--- config.mk ---
export PLATFORM = sky130hd
export DESIGN_NAME = pillars_sweep_obstacle
export DESIGN_NICKNAME = d
export VERILOG_FILES = /design/src/rtl/pillars_sweep_obstacle.sv
export SDC_FILE = /design/constraint.sdc
export NUM_CORES = 1
export LEC_CHECK = 0
export ABC_AREA = 1
export CORE_UTILIZATION = 63
export DETAILED_ROUTE_END_ITERATION = 8
export PLACE_DENSITY = 0.88
export SLEW_MARGIN = 20
export SYNTH_ARGS = -nofsm -noshare
export SYNTH_HDL_FRONTEND = slang
export SYNTH_SLANG_ARGS = --single-unit
--- constraint.sdc ---
create_clock -name clk -period 8.3 [get_ports clk]
set_input_delay 1.245 -clock clk [delete_from_list [all_inputs] [get_ports clk]]
set_output_delay 1.245 -clock clk [all_outputs]
set_load 0.005 [all_outputs]
--- src/rtl/pillars_sweep_obstacle.sv ---
// rtl/pillars_sweep_obstacle.sv - pillar that sweeps the arena perimeter and overlays onto the pixel stream
module pillars_sweep_obstacle #(
    parameter logic [3:0]  SELECT_CODE = 4'b0000,
    parameter int          ARENA_L     = 352,
    parameter int          ARENA_R     = 672,
    parameter int          ARENA_T     = 308,
    parameter int          ARENA_B     = 628,
    parameter int          PILLAR_W    = 20,
    parameter int          PILLAR_LEN  = 200,
    parameter int          STEP        = 1,
    parameter int          SPEEDUP     = 1,
    parameter int          STEP_MAX    = 4,
    parameter int          SWEEPS      = 3,
    parameter logic [11:0] COLOR       = 12'hfff
) (
    input  logic        clk,
    input  logic        rst,
    input  logic [11:0] hcount_in,
    input  logic [11:0] vcount_in,
    input  logic [11:0] rgb_in,
    input  logic        menu_on,
    input  logic        play_selected,
    input  logic [3:0]  selected,
    input  logic        done_in,
    output logic [11:0] rgb_out,
    output logic [11:0] obstacle_x,
    output logic [11:0] obstacle_y,
    output logic        done
);

    localparam logic [11:0] A_L   = 12'(ARENA_L);
    localparam logic [11:0] A_R   = 12'(ARENA_R);
    localparam logic [11:0] A_T   = 12'(ARENA_T);
    localparam logic [11:0] A_B   = 12'(ARENA_B);
    localparam logic [11:0] P_W   = 12'(PILLAR_W);
    localparam logic [11:0] P_LEN = 12'(PILLAR_LEN);
    localparam logic [11:0] S_INI = 12'(STEP);
    localparam logic [11:0] S_INC = 12'(SPEEDUP);
    localparam logic [11:0] S_MAX = 12'(STEP_MAX);
    localparam logic [3:0]  N_RND = 4'(SWEEPS);

    typedef enum logic [2:0] {IDLE, SWEEP_L, SWEEP_D, SWEEP_R, SWEEP_U, FINISH} state_t;

    state_t      state, state_n;
    logic [11:0] pos, pos_n;
    logic [11:0] step, step_n;
    logic [3:0]  round, round_n;
    logic [11:0] step_inc;
    logic        tick, abort, start, in_sweep, hit;
    logic [11:0] x_lo, x_hi, y_lo, y_hi;

    assign tick     = (hcount_in == 12'd0) && (vcount_in == 12'd0);
    assign abort    = menu_on || !play_selected;
    assign start    = done_in && play_selected && (selected == SELECT_CODE);
    assign in_sweep = (state == SWEEP_L) || (state == SWEEP_D) ||
                      (state == SWEEP_R) || (state == SWEEP_U);
    assign step_inc = step + S_INC;

    always_comb begin
        state_n = state;
        pos_n   = pos;
        step_n  = step;
        round_n = round;
        unique case (state)
            IDLE: begin
                if (start) begin
                    state_n = SWEEP_L;
                    pos_n   = A_R - P_W;
                    round_n = 4'd0;
                    step_n  = S_INI;
                end
            end
            SWEEP_L, SWEEP_D, SWEEP_R, SWEEP_U: begin
                // Abort wins over a coincident tick, so pos stays frozen.
                if (abort) begin
                    state_n = IDLE;
                end else if (tick) begin
                    unique case (state)
                        SWEEP_L: begin
                            if (pos - A_L <= step) begin
                                state_n = SWEEP_D;
                                pos_n   = A_T;
                            end else begin
                                pos_n = pos - step;
                            end
                        end
                        SWEEP_D: begin
                            if ((A_B - P_W) - pos <= step) begin
                                state_n = SWEEP_R;
                                pos_n   = A_L;
                            end else begin
                                pos_n = pos + step;
                            end
                        end
                        SWEEP_R: begin
                            if ((A_R - P_W) - pos <= step) begin
                                state_n = SWEEP_U;
                                pos_n   = A_B - P_W;
                            end else begin
                                pos_n = pos + step;
                            end
                        end
                        default: begin
                            if (pos - A_T <= step) begin
                                if (round + 4'd1 == N_RND) begin
                                    state_n = FINISH;
                                end else begin
                                    state_n = SWEEP_L;
                                    round_n = round + 4'd1;
                                    step_n  = (step_inc > S_MAX) ? S_MAX : step_inc;
                                    pos_n   = A_R - P_W;
                                end
                            end else begin
                                pos_n = pos - step;
                            end
                        end
                    endcase
                end
            end
            FINISH:  state_n = IDLE;
            default: state_n = IDLE;
        endcase
    end

    // Vertical legs move x; horizontal legs move y.
    always_comb begin
        x_lo = 12'd0;
        x_hi = 12'd0;
        y_lo = 12'd0;
        y_hi = 12'd0;
        unique case (state)
            SWEEP_L: begin x_lo = pos;           x_hi = pos + P_W; y_lo = A_T;         y_hi = A_T + P_LEN; end
            SWEEP_D: begin x_lo = A_R - P_LEN;   x_hi = A_R;       y_lo = pos;         y_hi = pos + P_W;   end
            SWEEP_R: begin x_lo = pos;           x_hi = pos + P_W; y_lo = A_B - P_LEN; y_hi = A_B;         end
            SWEEP_U: begin x_lo = A_L;           x_hi = A_L + P_LEN; y_lo = pos;       y_hi = pos + P_W;   end
            default: ;
        endcase
    end

    assign hit = in_sweep && (hcount_in >= x_lo) && (hcount_in < x_hi) &&
                 (vcount_in >= y_lo) && (vcount_in < y_hi);

    always_ff @(posedge clk) begin
        if (rst) begin
            state      <= IDLE;
            pos        <= 12'd0;
            step       <= S_INI;
            round      <= 4'd0;
            rgb_out    <= 12'd0;
            obstacle_x <= 12'd0;
            obstacle_y <= 12'd0;
            done       <= 1'b0;
        end else begin
            state      <= state_n;
            pos        <= pos_n;
            step       <= step_n;
            round      <= round_n;
            rgb_out    <= hit ? COLOR : rgb_in;
            obstacle_x <= hit ? hcount_in : 12'd0;
            obstacle_y <= hit ? vcount_in : 12'd0;
            done       <= (state == FINISH);
        end
    end

endmodule

==> impl_metrics.ini, run 1 <==
[run_status]
status = finished clean

[synthesis]
yosysTopAreaCellShare_pct = 20.3
synth_ff_type = dfxtp_1
synth_area_um2 = 7150
synth_top_area_cell = ha_1
netlist_instances = 1138
synth_nets = 1301
yosys-top-cells-area = ha_1 20%, dfxtp_1 19%, nand2_1 15%
synth_seq_area_share_pct = 19.0
synth_edf_count = 0
syn_area_per_cell_um2 = 6.28
ys_types = 36
async_flop_share_pct = 0
synth_warnings = 0
synth_seq_cells = 68

[timing]
rsz0062_at_grt = false
tns_ns = 0
relSlewSlack_pct = 28.1
finalSetupViolCount = 0
fin_skew_ns = 0.0113
finalCritPeriodShare_pct = 51.2
min_period_ns = 4.25
worstMarginPinSlew_ns = 1.07
hold_viol = 0
maxSlewViolCount = 0
fin_ws_ns = 4.05
timing.fmax_mhz = 235

[finish]
syn2layout_area_growth_pct = 16.4
post-route-cell-area_um2 = 8320
multi_input_area_um2 = 5090
fill_cells = 908
final_layout_size_suffix_gt1_share_pct = 3.06
antenna_cells = 0
finalNetCount = 1367
regArea_um2 = 1360

[clock_tree]
post_cts_buffers = 0
cts-htree-levels = 3
cts.sinks = 68
numCtsBuffers = 9
clk_latency_ns = 0.34
cts_tree = done
clk_root_buffer_cell = clkbuf_16
cts_hold_buffers = 0
cts_resized = 0
cts_buffer_depth = 2
clkTransAtPathRegs_ns = 0.06

[floorplan]
die_area_um2 = 11800
start_util_pct = 65.4
core_area_um2 = 10900
die_h_um = 109
die_w_um = 109
core.rowCount = 38
ios = 82

[detailed_routing]
drt-initial-drc-count = 720
ant_nets = 0
vias_per_cell = 5.90
route.vias.total = 7965
first_pass_iters = 6
wl_per_cell_um = 16.6
remaining_drc_errors = 0
drt-total-wl_um = 22300

[critical_path]
reg2reg_depth = 17
reg2reg_to = round[2]$_SDFFE_PP0P_
endpoint_kind = flop
cp.arrival_ns = 4.43
crit_path_max_fanout = 18
startpoint_type = flop
critPathRequiredTime_ns = 8.47
crit-reg2reg-launch = pos[6]$_SDFFE_PP0P_
r2r_slack_ns = 4.05
path_class = flop to flop

[power_and_ir_drop]
ir_worst_vdd_mv = 0.365
p_sw_share_pct = 55.4
p_int_mw = 1.28
p_per_area_nw_per_um2 = 344
p_switching_mw = 1.58
p_leak_nw = 4.15
p_seq_share_pct = 16.4
p_comb_share_pct = 70.9
pwr-share-clk_pct = 12.8

[placed_design]
gp_congestion = 0.983
hpwl_um = 17000
io_buffers = 81
placedInstanceArea_um2 = 8040
place_ws_ns = 4.17

[flow_run]
maxCapViolCount = 0

[grt]
grt_max_degree = 37
grt_pass1_vias = 7344
grt_overflow = 0
grt_pass1_wl_um = 36000
grtUsageTotal_pct = 39.3
antenna_found_initial = 1

[hold_path]
whs_path_depth = 2
holdPathEnd = round[1]$_SDFFE_PP0P_
worstHoldStart = round[1]$_SDFFE_PP0P_
worstHoldPathType = flop to flop
==> power by group through the flow <==
stage | combinational (mW) | clock [mW] | sequential, mW
after floorplan | 1.48 | 0 | 0.420
after global placement | 1.89 | 0 | 0.466
after detailed placement | 1.95 | 0 | 0.469
after CTS | 1.97 | 0.363 | 0.462
after global routing | 2.30 | 0.377 | 0.471
final | 2.03 | 0.365 | 0.469
==> cell usage in the layout, fill, tap and decap left out, types with 2 or more instances in the layout <==
cell type / Yosys / final
dfxtp_1: 68 / 68
nand4_1: 31 / 31
nand3_1: 74 / 74
fa_1: 2 / 2
nand3b_1: 2 / 2
inv_2: 7 / 7
buf_4: 1 / 4
xnor2_1: 4 / 4
clkbuf_16: 0 / 9
nor3_1: 24 / 24
o211ai_1: 2 / 2
ha_1: 116 / 116
a31oi_1: 3 / 3
nor2_1: 129 / 129
nor2_2: 5 / 5
nand2_1: 292 / 292
o21ai_0: 57 / 57
or2_2: 3 / 3
nor4_1: 2 / 2
clkinv_1: 3 / 3
a21oi_1: 85 / 85
clkinvlp_4: 0 / 3
xor2_1: 38 / 38
o21bai_1: 3 / 3
a21o_1: 5 / 5
inv_1: 143 / 143
clkdlybuf4s50_1: 0 / 81
nor2_4: 2 / 2
==> worst max-delay path, cell delays in order (launching register included) <==
cell     delay (ns)
dfxtp_1        0.73
inv_1          0.26
ha_1           0.26
a21oi_1        0.21
a21oi_1        0.13
nor3_1         0.20
xor2_1         0.18
inv_1          0.06
ha_1           0.28
a21o_1         0.18
nor2_1         0.10
nand3_1        0.10
nand2_1        0.18
nand2_1        0.09
a21oi_2        0.72
inv_2          0.21
nand2_1        0.12
a21oi_1        0.07
==> per-layer routing <==
layer	wire (um)	GRT usage, %
met2	10200	65.3
met3	2130	8.62
met4	1160	21.8
met1	8870	46.8
met5	13	0
==> cells by family after synthesis <==
family	Yosys count	share of synthesized area (%)
flip-flops	68	19.0
AO/OA/AOI/OAI	162	12.0
adder cells (fa/ha/maj)	118	20.9
buffers and inverters	183	9.77
XOR/XNOR	42	5.15
AND/OR/NAND/NOR	565	33.2
==> synth_stat cells, types with 3 or more instances <==
library cell    n
inv_1         143
nor2_1        129
xor2_1         38
xnor2_1         4
inv_2           7
o21bai_1        3
nand2_1       292
clkbuf_1       22
ha_1          116
dfxtp_1        68
a21o_1          5
nor2_2          5
a31oi_1         3
nand3_1        74
clkinv_1        3
nor3_1         24
buf_2           6
a21oi_1        85
o21ai_0        57
or2_2           3
nand4_1        31
==> through the flow <==
step	cells	utilization [%]	total power [mW]	hold slack, ns
after floorplan	1138	-	1.90	0.470
after global placement	1333	73.5	2.36	0.493
after detailed placement	1333	73.5	2.42	0.523
after CTS	1349	76.1	2.80	0.530
after global routing	1349	76.1	3.14	0.557
final	1349	76.1	2.86	0.535
==> flip-flops by register name, summed over array words and instances (netlist names) <==
signal,cells
pos,12
rgb_out,12
done,1
state,3
obstacle_y,12
round,4
step,12
obstacle_x,12
==> layout make-up <==
type / instances / share of cell area, %
Clock buffer: 11 / 2.92
Clock inverter: 5 / 0.436
Inverter: 153 / 6.90
Multi-Input combinational cell: 887 / 61.2
Sequential cell: 68 / 16.4
Tap cell: 140 / 2.11
Timing Repair Buffer: 85 / 10.1
==> how the worst max path moves through the flow <==
stage                   startpoint               endpoint  slack (ns)  depth (start not counted)
3_5_place_dp   pos[6]$_SDFFE_PP0P_  round[3]$_SDFFE_PP0P_        4.17                         17
2_1_floorplan  pos[6]$_SDFFE_PP0P_  step[10]$_SDFFE_PP0P_        5.17                         17
4_1_cts        pos[6]$_SDFFE_PP0P_  round[3]$_SDFFE_PP0P_        4.14                         17
5_1_grt        pos[6]$_SDFFE_PP0P_  round[3]$_SDFFE_PP0P_        3.59                         17
3_3_place_gp   pos[6]$_SDFFE_PP0P_  round[0]$_SDFFE_PP0P_        4.34                         17
6_report       pos[6]$_SDFFE_PP0P_  round[2]$_SDFFE_PP0P_        4.05                         17
Power figures use the tool's default switching activity.
==> run 2: changes to the inputs <==
--- a/config.mk
+++ b/config.mk
@@ -6,9 +6,9 @@
 export NUM_CORES = 1
 export LEC_CHECK = 0
 export ABC_AREA = 1
-export CORE_UTILIZATION = 63
+export CORE_UTILIZATION = 58
 export DETAILED_ROUTE_END_ITERATION = 8
-export PLACE_DENSITY = 0.88
+export PLACE_DENSITY = 0.82
 export SLEW_MARGIN = 20
 export SYNTH_ARGS = -nofsm -noshare
 export SYNTH_HDL_FRONTEND = slang
==> constraint.sdc (replaced) <==
create_clock -name clk -period 4.17 [get_ports clk]
set_input_delay 0.6255 -clock clk [delete_from_list [all_inputs] [get_ports clk]]
set_output_delay 0.6255 -clock clk [all_outputs]
set_load 0.005 [all_outputs]
==> run 2 against run 1 <==
Compared with the run above: power increased by 100%; largest power group unchanged; fmax increased by 19%; first-iteration DRC count decreased by 5.1%; critical endpoint is now step[1]$_SDFFE_PP0P_.
==> impl_metrics.ini, run 2 (same netlist as run 1, synthesis figures left out) <==
[run_status]
status = finished clean

[detailed_routing]
ant_nets = 0
drt-total-wl_um = 22500
drt-initial-drc-count = 683
vias_per_cell = 5.70
first_pass_iters = 5
remaining_drc_errors = 0
wl_per_cell_um = 16.4
route.vias.total = 7822

[clock_tree]
numCtsBuffers = 9
clkTransAtPathRegs_ns = 0.06
clk_latency_ns = 0.34
clk_root_buffer_cell = clkbuf_16
cts.sinks = 68
cts_tree = done
cts_buffer_depth = 2
cts-htree-levels = 3

[power_and_ir_drop]
pwr-share-clk_pct = 12.8
p_seq_share_pct = 15.1
p_sw_share_pct = 54.0
p_comb_share_pct = 72.1
ir_worst_vdd_mv = 0.527
p_per_area_nw_per_um2 = 683
p_switching_mw = 3.13
p_leak_nw = 4.26
p_int_mw = 2.66

[critical_path]
crit_path_max_fanout = 12
endpoint_kind = flop
startpoint_type = flop
path_class = flop to flop
cp.arrival_ns = 3.83
critPathRequiredTime_ns = 4.44

[timing]
relSlewSlack_pct = 47.5
min_period_ns = 3.56
rsz0062_at_grt = false
whs_ns = 0.505
finalCritPeriodShare_pct = 85.4
finalSetupViolCount = 0
tns_ns = 0
fin_skew_ns = 0.0102
worstMarginPinSlew_ns = 0.787
timing.fmax_mhz = 281
fin_ws_ns = 0.608
maxSlewViolCount = 0
hold_viol = 0

[finish]
final_layout_size_suffix_gt1_share_pct = 4.49
syn2layout_area_growth_pct = 18.5
antenna_cells = 0
post-route-cell-area_um2 = 8470
layout_commonest_cell = nand2_1
finalNetCount = 1383
final_cell_mix = 292 x nand2_1, 143 x inv_1, 129 x nor2_1

[floorplan]
core.rowCount = 40
die_h_um = 113
die_area_um2 = 12800
ios = 82
core_area_um2 = 12000
die_w_um = 113
start_util_pct = 59.5

[grt]
grtUsageTotal_pct = 36.5
grt_pass1_wl_um = 36500
grt_max_degree = 37
antenna_found_initial = 0
grt_pass1_vias = 7176
grt_overflow = 0

[flow_run]
maxCapViolCount = 0

[placed_design]
place_ws_ns = 0.450
gp_congestion = 0.996
hpwl_um = 17600
io_buffers = 81
placedInstanceArea_um2 = 8180

[hold_path]
worstHoldPathType = flop to flop
==> run 2: path summary, 6_finish.rpt <==
path | startpoint | slack (ns) | to | depth (start not counted)
worst max-delay path | pos[6]$_SDFFE_PP0P_ | 0.61 | step[1]$_SDFFE_PP0P_ | 18
worst min-delay path | round[1]$_SDFFE_PP0P_ | 0.50 | round[1]$_SDFFE_PP0P_ | 2
worst max register to register | pos[6]$_SDFFE_PP0P_ | 0.61 | step[1]$_SDFFE_PP0P_ | 18
worst min register to register | round[1]$_SDFFE_PP0P_ | 0.50 | round[1]$_SDFFE_PP0P_ | 2
==> run 2: what timing repair did <==
item,4_1_cts,5_1_grt
resized for setup,0,1
hold buffers,0,0
endpoints found under the setup margin,0,8
setup buffers,0,0
==> run 2: final cells by class <==
cell class              instances  area, um2
repair buffers                101        973
clock inverters                 4       22.5
fillers                      1098       3540
well taps                     147        184
multi-input cells             887       5090
flip-flops and latches         68       1360
clock buffers                  12        267
inverters                     153        574
==> run 2: per-layer routing <==
| layer | wire (um) | up-vias | global-route usage [%] |
|---|---|---|---|
| met4 | 1230 | 0 | 18.4 |
| li1 | - | 3857 | - |
| met5 | 0 | - | 0 |
| met3 | 1900 | 85 | 6.48 |
| met1 | 9090 | 3501 | 45.1 |
| met2 | 10300 | 379 | 60.9 |
==> run 2: worst max-delay path, stage by stage (launching register included) <==
cell,delay (ns)
dfxtp_1,0.48
inv_1,0.19
ha_1,0.22
a21oi_1,0.21
a21oi_1,0.13
nor3_1,0.18
xor2_1,0.17
inv_1,0.06
ha_1,0.28
a21o_1,0.18
nor2_1,0.10
nand3_1,0.10
nand2_1,0.18
buf_4,0.16
nand2_1,0.05
a21oi_2,0.30
buf_4,0.26
nand3_1,0.10
a21oi_1,0.12
==> run 2: power by group through the flow <==
| stage | Sequential, mW | Combinational (mW) | Clock, mW |
|---|---|---|---|
| 6_report | 0.875 | 4.17 | 0.740 |
| 3_3_place_gp | 0.880 | 3.98 | 0 |
| 5_1_grt | 0.884 | 4.71 | 0.780 |
| 2_1_floorplan | 0.835 | 2.95 | 0 |
| 4_1_cts | 0.869 | 4.07 | 0.749 |
| 3_5_place_dp | 0.884 | 4.04 | 0 |
==> run 2: through the flow <==
step | power (mW) | std cells | util (%)
floorplan | 3.79 | 1138 | -
global placement | 4.86 | 1356 | 68.1
detailed placement | 4.92 | 1356 | 68.1
CTS | 5.69 | 1372 | 70.5
global route | 6.37 | 1372 | 70.5
finish | 5.79 | 1372 | 70.5
==> run 3: changes to the inputs <==
--- a/config.mk
+++ b/config.mk
@@ -6,9 +6,10 @@
 export NUM_CORES = 1
 export LEC_CHECK = 0
 export ABC_AREA = 1
-export CORE_UTILIZATION = 58
+export CAP_MARGIN = 5
+export CORE_UTILIZATION = 51
 export DETAILED_ROUTE_END_ITERATION = 8
-export PLACE_DENSITY = 0.82
+export PLACE_DENSITY = 0.74
 export SLEW_MARGIN = 20
 export SYNTH_ARGS = -nofsm -noshare
 export SYNTH_HDL_FRONTEND = slang
==> run 3 against run 2 <==
Compared with the run above: combinational power down 2%; sequential share of layout area barely moved; fmax is 5.6% lower; clock power grew 2%; largest power group unchanged; highest routed layer unchanged; clock-buffer cell count is 1 higher; critical endpoint is now pos[11]$_SDFFE_PP0P_; clock skew shrank 0.0017 ns; critical path type unchanged.
==> impl_metrics.ini, run 3 (same netlist as run 1, synthesis figures left out) <==
[grt]
grt_overflow = 0
grt_pass1_wl_um = 36000
grt_max_degree = 37
grtUsageTotal_pct = 31.9
grt_pass1_vias = 7083
antenna_found_initial = 0

[power_and_ir_drop]
p_leak_nw = 4.23
p_per_area_nw_per_um2 = 677
ir_worst_vdd_mv = 0.396
finalPower_mw = 5.74

[timing]
relSlewSlack_pct = 46.7
finalCritPeriodShare_pct = 90.5
worstMarginPinSlew_ns = 0.799
hold_viol = 0
maxSlewViolCount = 0
finalSetupViolCount = 0
tns_ns = 0
rsz0062_at_grt = false
fin_skew_ns = 0.00848
min_period_ns = 3.77
timing.fmax_mhz = 265

[clock_tree]
cts-htree-levels = 3
numCtsBuffers = 9
cts_hold_buffers = 0
cts_resized = 0
clk_latency_ns = 0.35
clkTransAtPathRegs_ns = 0.05
cts_tree = done
cts_buffer_depth = 2
post_cts_buffers = 0
cts.sinks = 68
clk_root_buffer_cell = clkbuf_16

[detailed_routing]
wl_per_cell_um = 16.1
vias_per_cell = 5.49
route.vias.total = 7667
ant_nets = 0
drt-total-wl_um = 22500
first_pass_iters = 5
remaining_drc_errors = 0
drt-initial-drc-count = 635

[finish]
final_cell_mix = 292 x nand2_1, 143 x inv_1, 129 x nor2_1
final_layout_size_suffix_gt1_share_pct = 3.85
syn2layout_area_growth_pct = 18.5
finalNetCount = 1380
layout_commonest_cell = nand2_1
multi_input_area_um2 = 5090
fin_util_pct = 62.9
regArea_um2 = 1360
fill_cells = 1333
antenna_cells = 0

[floorplan]
die_w_um = 120
start_util_pct = 53.1
die_area_um2 = 14500
die_h_um = 120
core.rowCount = 42
core_area_um2 = 13500
ios = 82

[critical_path]
endpoint_kind = flop
startpoint_type = flop
crit_path_max_fanout = 13
critPathRequiredTime_ns = 4.45
path_class = flop to flop
cp.arrival_ns = 4.05

[hold_path]
worstHoldPathType = flop to flop

[flow_run]
maxCapViolCount = 0

[placed_design]
io_buffers = 81
hpwl_um = 17600
gp_congestion = 1.00

[run_status]
status = finished clean
## run 3: final timing paths
path	from	endpoint	slack, ns	depth (start not counted)
setup / recovery	pos[5]$_SDFFE_PP0P_	pos[11]$_SDFFE_PP0P_	0.40	18
hold / removal	round[2]$_SDFFE_PP0P_	round[2]$_SDFFE_PP0P_	0.51	2
setup reg to reg	pos[5]$_SDFFE_PP0P_	pos[11]$_SDFFE_PP0P_	0.40	18
hold reg to reg	round[2]$_SDFFE_PP0P_	round[2]$_SDFFE_PP0P_	0.51	2
## run 3: report_power, final
part,internal [mW],switching [mW]
Combinational,1.45,2.65
Clock,0.475,0.281
Sequential,0.736,0.142
Total,2.66,3.07
## run 3: metrics by stage
step | hold WS [ns] | setup WS, ns | instances | instance area [um2]
CTS | 0.510 | 0.460 | 1397 | 8470
global route | 0.557 | 0.114 | 1397 | 8470
detailed placement | 0.493 | 0.475 | 1382 | 8180
finish | 0.508 | 0.396 | 1397 | 8470
floorplan | 0.470 | 1.04 | 1138 | 7150
global placement | 0.496 | 0.541 | 1382 | 8180
## run 3: metal layers
layer	wire, um	vias to the layer above	GRT usage [%]
li1	-	3867	-
met4	833	0	14.0
met2	10600	297	54.3
met5	0	-	0
met3	1670	54	6.42
met1	9380	3449	38.6
## run 3: layout make-up
type                    instances  share of cell area (%)
repair buffers                 98                    11.1
multi-input cells             887                    60.1
well taps                     176                    2.60
clock inverters                 2                   0.414
inverters                     153                    6.78
clock buffers                  13                    2.96
flip-flops and latches         68                    16.1
## run 3: worst max-delay path: stages (launching register included)
cell	delay [ns]
dfxtp_1	0.65
clkinv_1	0.43
ha_1	0.32
inv_1	0.05
nor2_1	0.06
o21ai_0	0.29
a21oi_1	0.13
xor2_1	0.16
ha_1	0.34
nand4_1	0.14
nor2_1	0.17
nand2_1	0.06
nand3_1	0.12
nand3_1	0.11
nand2_1	0.31
nand3_1	0.11
nand2_1	0.07
nand2_1	0.04
a21oi_1	0.11
